### config.mk
export PLATFORM = sky130hd
export DESIGN_NAME = echo_locator
export DESIGN_NICKNAME = d
export VERILOG_FILES = /design/src/rtl/cfd_pkg.sv /design/src/rtl/echo_ram.sv /design/src/rtl/echo_locator.sv
export SDC_FILE = /design/constraint.sdc
export NUM_CORES = 2
export LEC_CHECK = 0
export CAP_MARGIN = 20
export CORE_MARGIN = 2
export CORE_UTILIZATION = 63
export DETAILED_ROUTE_END_ITERATION = 7
export PLACE_DENSITY = 0.79
export SKIP_CTS_REPAIR_TIMING = 1
export SKIP_LAST_GASP = 1
export SLEW_MARGIN = 20
export SYNTH_ARGS = -nofsm -noshare
export SYNTH_HDL_FRONTEND = slang
export SYNTH_SLANG_ARGS = --single-unit
### constraint.sdc
create_clock -name clk_30M -period 4.9 [get_ports clk_30M]
set_clock_uncertainty 0.2 [all_clocks]
set_input_delay 0.98 -clock clk_30M [delete_from_list [all_inputs] [get_ports clk_30M]]
set_output_delay 0.98 -clock clk_30M [all_outputs]
set_load 0.05 [all_outputs]
### src/rtl/cfd_pkg.sv
// Shared definitions for the cable fault detection datapath.
// Holds the default sample/buffer geometry and the echo_locator FSM state
// encoding so the MCU-interface block can decode the same states.
package cfd_pkg;

    localparam int DATA_W = 8;    // ADC sample width
    localparam int ADDR_W = 9;    // capture buffer address width
    localparam int DEPTH  = 512;  // capture buffer depth (2**ADDR_W)

    typedef enum logic [1:0] {
        IDLE  = 2'd0,
        SCAN  = 2'd1,
        FLUSH = 2'd2,
        DONE  = 2'd3
    } cfd_state_e;

endpackage

### src/rtl/echo_ram.sv
// Simple dual-port DEPTH x DATA_W sample buffer.
// Synchronous write port, registered single-cycle read port; written in the
// plain form block-RAM inference expects, so contents are not reset.
// Ports:
//   clk      - clock
//   wr_en    - write strobe
//   wr_addr  - write address
//   wr_data  - write data
//   rd_en    - read strobe; rd_data updates the cycle after
//   rd_addr  - read address
//   rd_data  - registered read data
module echo_ram #(
    parameter int DATA_W = cfd_pkg::DATA_W,
    parameter int ADDR_W = cfd_pkg::ADDR_W,
    parameter int DEPTH  = cfd_pkg::DEPTH
) (
    input  logic              clk,
    input  logic              wr_en,
    input  logic [ADDR_W-1:0] wr_addr,
    input  logic [DATA_W-1:0] wr_data,
    input  logic              rd_en,
    input  logic [ADDR_W-1:0] rd_addr,
    output logic [DATA_W-1:0] rd_data
);

    logic [DATA_W-1:0] mem [DEPTH];
    logic [DATA_W-1:0] rd_data_q;

    always_ff @(posedge clk) begin
        if (wr_en) mem[wr_addr] <= wr_data;
        if (rd_en) rd_data_q <= mem[rd_addr];
    end

    assign rd_data = rd_data_q;

endmodule

### src/rtl/echo_locator.sv
// Post-capture echo analysis.
// Mirrors the capture stage's RAM write stream into a private buffer, then on
// start scans indices BLANK..DEPTH-1 for the first sample whose deviation from
// the baseline (sample 0) reaches the threshold, and for the peak deviation.
// Ports:
//   clk_30M  - system/sample clock
//   sys_rst  - asynchronous reset, active-high
//   wr_en/wr_addr/wr_data - capture stage write stream
//   thresh   - echo threshold, latched on an accepted start
//   start    - single-cycle scan request (ignored unless idle)
//   busy     - scan in progress
//   done     - one-cycle pulse when results are valid
//   found/echo_idx       - first threshold crossing
//   peak_idx/peak_val    - location and size of the maximum deviation
//   overrun  - sticky: a write was dropped because a scan was running
module echo_locator #(
    parameter int DATA_W = cfd_pkg::DATA_W,
    parameter int ADDR_W = cfd_pkg::ADDR_W,
    parameter int DEPTH  = cfd_pkg::DEPTH,
    parameter int BLANK  = 8
) (
    input  logic              clk_30M,
    input  logic              sys_rst,
    input  logic              wr_en,
    input  logic [ADDR_W-1:0] wr_addr,
    input  logic [DATA_W-1:0] wr_data,
    input  logic [DATA_W-1:0] thresh,
    input  logic              start,
    output logic              busy,
    output logic              done,
    output logic              found,
    output logic [ADDR_W-1:0] echo_idx,
    output logic [ADDR_W-1:0] peak_idx,
    output logic [DATA_W-1:0] peak_val,
    output logic              overrun
);

    import cfd_pkg::*;

    localparam logic [ADDR_W-1:0] BLANK_A = ADDR_W'(BLANK);
    localparam logic [ADDR_W-1:0] LAST_A  = ADDR_W'(DEPTH - 1);

    cfd_state_e        state_q, state_d;
    logic [ADDR_W-1:0] rp_q, rp_d;
    logic              rd_vld_q, rd_vld_d;
    logic [ADDR_W-1:0] rd_idx_q, rd_idx_d;
    logic [DATA_W-1:0] baseline_q, baseline_d;
    logic [DATA_W-1:0] thresh_q, thresh_d;
    logic              found_q, found_d;
    logic [ADDR_W-1:0] echo_idx_q, echo_idx_d;
    logic [ADDR_W-1:0] peak_idx_q, peak_idx_d;
    logic [DATA_W-1:0] peak_val_q, peak_val_d;
    logic              overrun_q, overrun_d;

    logic              busy_w;
    logic              ram_we;
    logic [DATA_W-1:0] rd_data;
    logic signed [DATA_W:0] diff;
    logic [DATA_W-1:0] dev;

    // DONE is deliberately outside busy so busy drops in the done cycle.
    assign busy_w = (state_q == SCAN) || (state_q == FLUSH);
    assign ram_we = wr_en && !busy_w;

    echo_ram #(
        .DATA_W (DATA_W),
        .ADDR_W (ADDR_W),
        .DEPTH  (DEPTH)
    ) u_ram (
        .clk     (clk_30M),
        .wr_en   (ram_we),
        .wr_addr (wr_addr),
        .wr_data (wr_data),
        .rd_en   (state_q == SCAN),
        .rd_addr (rp_q),
        .rd_data (rd_data)
    );

    // |sample - baseline| in DATA_W+1 signed bits; magnitude always fits DATA_W.
    assign diff = $signed({1'b0, rd_data}) - $signed({1'b0, baseline_q});
    assign dev  = diff[DATA_W] ? DATA_W'(-diff) : diff[DATA_W-1:0];

    always_comb begin
        state_d    = state_q;
        rp_d       = rp_q;
        rd_vld_d   = 1'b0;
        rd_idx_d   = rd_idx_q;
        baseline_d = baseline_q;
        thresh_d   = thresh_q;
        found_d    = found_q;
        echo_idx_d = echo_idx_q;
        peak_idx_d = peak_idx_q;
        peak_val_d = peak_val_q;
        overrun_d  = overrun_q;

        if (ram_we && (wr_addr == '0)) baseline_d = wr_data;
        if (wr_en && busy_w)           overrun_d  = 1'b1;

        // Evaluate the sample returned by last cycle's read.
        if (rd_vld_q) begin
            if (!found_q && (dev >= thresh_q)) begin
                found_d    = 1'b1;
                echo_idx_d = rd_idx_q;
            end
            if (dev > peak_val_q) begin
                peak_val_d = dev;
                peak_idx_d = rd_idx_q;
            end
        end

        case (state_q)
            IDLE: begin
                if (start) begin
                    thresh_d   = thresh;
                    found_d    = 1'b0;
                    overrun_d  = 1'b0;
                    echo_idx_d = '0;
                    peak_val_d = '0;
                    peak_idx_d = BLANK_A;
                    rp_d       = BLANK_A;
                    state_d    = SCAN;
                end
            end
            SCAN: begin
                rd_vld_d = 1'b1;
                rd_idx_d = rp_q;
                rp_d     = rp_q + 1'b1;
                if (rp_q == LAST_A) state_d = FLUSH;
            end
            FLUSH:   state_d = DONE;
            DONE:    state_d = IDLE;
            default: state_d = IDLE;
        endcase
    end

    always_ff @(posedge clk_30M or posedge sys_rst) begin
        if (sys_rst) begin
            state_q    <= IDLE;
            rp_q       <= '0;
            rd_vld_q   <= 1'b0;
            rd_idx_q   <= '0;
            baseline_q <= '0;
            thresh_q   <= '0;
            found_q    <= 1'b0;
            echo_idx_q <= '0;
            peak_idx_q <= '0;
            peak_val_q <= '0;
            overrun_q  <= 1'b0;
        end else begin
            state_q    <= state_d;
            rp_q       <= rp_d;
            rd_vld_q   <= rd_vld_d;
            rd_idx_q   <= rd_idx_d;
            baseline_q <= baseline_d;
            thresh_q   <= thresh_d;
            found_q    <= found_d;
            echo_idx_q <= echo_idx_d;
            peak_idx_q <= peak_idx_d;
            peak_val_q <= peak_val_d;
            overrun_q  <= overrun_d;
        end
    end

    assign busy     = busy_w;
    assign done     = (state_q == DONE);
    assign found    = found_q;
    assign echo_idx = echo_idx_q;
    assign peak_idx = peak_idx_q;
    assign peak_val = peak_val_q;
    assign overrun  = overrun_q;

endmodule

==> summary.md <==
| Metric | Value |
|---|---|
| Fillers | 13800 |
| Fraction of registers with async set/reset | 1.56% |
| GRT Total Usage | 35.1% |
| Port Buffers | 58 |
| Post-synthesis cell count | 7815 |
| Setup tns final | 0 ns |
| Synth Flop Type | edfxtp_1 |
| Drt wl/cell | 37.6 um |
| H-tree levels | 5 |
| Synth cell types | 82 |
| DR iter-0 viols | 15400 |
| Clk slew on worst S/H paths | 0.06 ns |
| CP Cell Sequence | buf_4 > or3b_1 > buf_4 > o21ai_0 > a2111oi_0 > o41ai_1 > buf_4 > a41oi_1 > buf_4 |
| Area Overhead vs Synth | 13.4% |
| Layout Utilization | 71.9% |
| Syn_area_per_cell | 20.9 um2 |
| Vias per std cell | 7.28 |
| Final nets | 8612 |
| Syn Nets | 7876 |
| Leak pwr | 58.7 nW |
| Period Utilization, post-route | 98.7% |
| Unrepaired setup endpoints after global routing | no |
| Core Region | 257000 um2 |
| FF-to-FF setup slack | 0.06 ns |
| Sink Count | 4169 |
| Io pins | 59 |
| Final hold vios | 0 |
| GR Util met2 | 52.5% |
| Post-DP HPWL | 272000 um |
| Starting Density | 63.4% |
| Synth warn | 0 |
| CP max-delay cell | dfrtp_4 |
| Skew-Pair Late Insertion Delay | 0.98 ns |
| Seq cells post-synth | 4169 |
| Cell Area, Synth | 163000 um2 |
| CP delay by family, top | compound AO/OA/AOI/OAI gates |
| Placer congestion estimate | 0.924 |
| CP required | 5.56 ns |
| Share of cells above drive strength 1 | 26.3% |
| Global Route met3 Usage | 9.74% |
| Final wirelength | 461000 um |
| Most Used Layer, Global Route | met2 |
| CTS tree | yes |
| Post-route minimum period | 4.84 ns |
| Worst stage delay on the critical path | 1.09 ns |
| Fmax | 207 MHz |
| DRC errors left | 0 |
| Root Driver | clkbuf_16 |
| Via count | 89300 |
| Initial antenna violation count | 32 |
| Crit end category | register |
| Vias in the first global route | 88000 |
| Pwr/cell area | 495 nW/um2 |
| Critical path buffer and inverter count | 4 |
| FP Rows | 186 |
| Die height | 513 um |
| DRT antenna net count | 0 |
| Rel. slew slack | 16.1% |
| Peak VDD IR | 0.476 mV |
| Worst Path Max Fanout | 28 |
| CTS Buffer Depth | 4 |
| Met1 global-route usage | 46.8% |
| EDFF count, synth | 4104 |
| Post-synthesis sequential area ratio | 76.6% |
| Largest net degree at the start of global routing | 162 |
| Critical path class | reg -> reg |
| Crit start category | register |
| TritonCTS buffer count | 405 |
| Slew @ Worst Pin | 1.25 ns |
| Fin. max-slew vios | 0 |
| Die area | 263000 um2 |
| Outcome | completed |
| Crit path DAT | 5.49 ns |
| Hold Path Class | in -> async |
| First-pass GRT wire length | 648000 um |
| Die width | 513 um |
| Total gr overflow | 0 |
| Max_cap viols | 0 |
| Drt pass-1 iters | 6 |
| Count of final setup violators | 0 |
| Cell mode on critical path | buf_4 |
==> final cells by class <==
type / instances / area (um2) / area share [%]
flip-flops and latches: 4169 / 125000 / 67.5
multi-input cells: 3116 / 35300 / 19.1
clock buffers: 503 / 10700 / 5.77
repair buffers: 813 / 7660 / 4.14
well taps: 3384 / 4230 / 2.29
clock inverters: 212 / 1910 / 1.04
inverters: 46 / 189 / 0.102
diodes: 22 / 55.1 / 0.0298
==> stage by stage <==
step	power (mW)	instances	setup slack, ns	instance area (um2)	hold WS (ns)
5_1_grt	93.2	12200	0.0111	185000	0.333
6_report	91.5	12300	0.0645	185000	0.298
4_1_cts	91.1	12200	0.208	185000	0.296
3_5_place_dp	61.3	11500	0.133	172000	0.285
3_3_place_gp	61.0	11500	0.139	172000	0.269
2_1_floorplan	53.9	7815	0.476	163000	0.252
==> registers in the layout, indices dropped and copies added (netlist names) <==
name,cells
u_ram.rd_data,8
baseline_q,8
u_ram.mem,4096
thresh_q,8
state_q,2
rp_q,9
peak_val,8
peak_idx,9
found,1
overrun,1
echo_idx,9
rd_vld_q,1
rd_idx_q,9
==> cell usage in the layout (no fill, tap or decap), types with 30 or more instances in the layout <==
cell type,netlist,layout
o21ai_0,148,148
inv_1,42,39
mux2i_1,396,396
mux2_2,35,35
clkinv_2,0,70
clkdlybuf4s50_1,0,50
mux4_2,935,935
a21oi_1,130,130
o22ai_1,69,69
nand2_1,220,206
clkbuf_1,193,88
a22oi_1,37,37
bufinv_16,0,34
o221ai_1,50,50
buf_12,7,109
clkbuf_16,0,411
nand3_1,34,30
clkinv_1,2,89
a211oi_1,54,54
nor2_1,587,579
buf_4,48,645
ha_1,31,31
a221oi_1,72,72
dfrtp_1,65,58
edfxtp_1,4104,4104
==> routing by layer <==
| metal | up-vias | part of all wire (%) |
|---|---|---|
| met4 | 16 | 7.0 |
| met5 | - | 0.023 |
| li1 | 33900 | - |
| met3 | 1686 | 15 |
| met1 | 45200 | 33 |
| met2 | 8480 | 46 |
==> final timing paths <==
check / startpoint / end / cells past startpoint
setup / recovery: rp_q[1]$_DFFE_PP0P_ / u_ram.rd_data[6]$_DFFE_PP_ / 9
hold / removal: sys_rst / echo_idx[1]$_DFF_PP0_ / 2
setup reg to reg: rp_q[1]$_DFFE_PP0P_ / u_ram.rd_data[6]$_DFFE_PP_ / 9
hold reg to reg: overrun$_DFF_PP0_ / overrun$_DFF_PP0_ / 2
max in group asynchronous: sys_rst / rp_q[1]$_DFFE_PP0P_ / 3
min in group clk_30M: overrun$_DFF_PP0_ / overrun$_DFF_PP0_ / 2
==> Yosys cell counts (60+ instances only) <==
cell type | count | share of area [%]
edfxtp_1 | 4104 | 76
mux4_2 | 935 | 13
nor2_1 | 587 | 1.4
mux2i_1 | 396 | 2.4
nand2_1 | 220 | 0.51
clkbuf_1 | 193 | 0.44
o21ai_0 | 148 | 0.45
a21oi_1 | 130 | 0.40
buf_2 | 125 | 0.38
a221oi_1 | 72 | 0.39
o22ai_1 | 69 | 0.26
dfrtp_1 | 65 | 1.0
buf_6 | 60 | 0.41
==> cell families after synthesis <==
logic type      count (synthesis)  share of synthesized area [%]
buf+inv                       530                           1.92
mux                          1377                           15.8
fa+ha+maj                      32                          0.250
xor+xnor                       13                         0.0698
flops                        4169                           76.6
simple gates                  970                           2.46
compound gates                724                           2.99
==> power breakdown <==
part / switching [mW] / internal [mW]
logic: 12.6 / 9.01
clock network: 13.0 / 17.2
registers: 0.348 / 39.4
(Power assumes the default switching activity.)
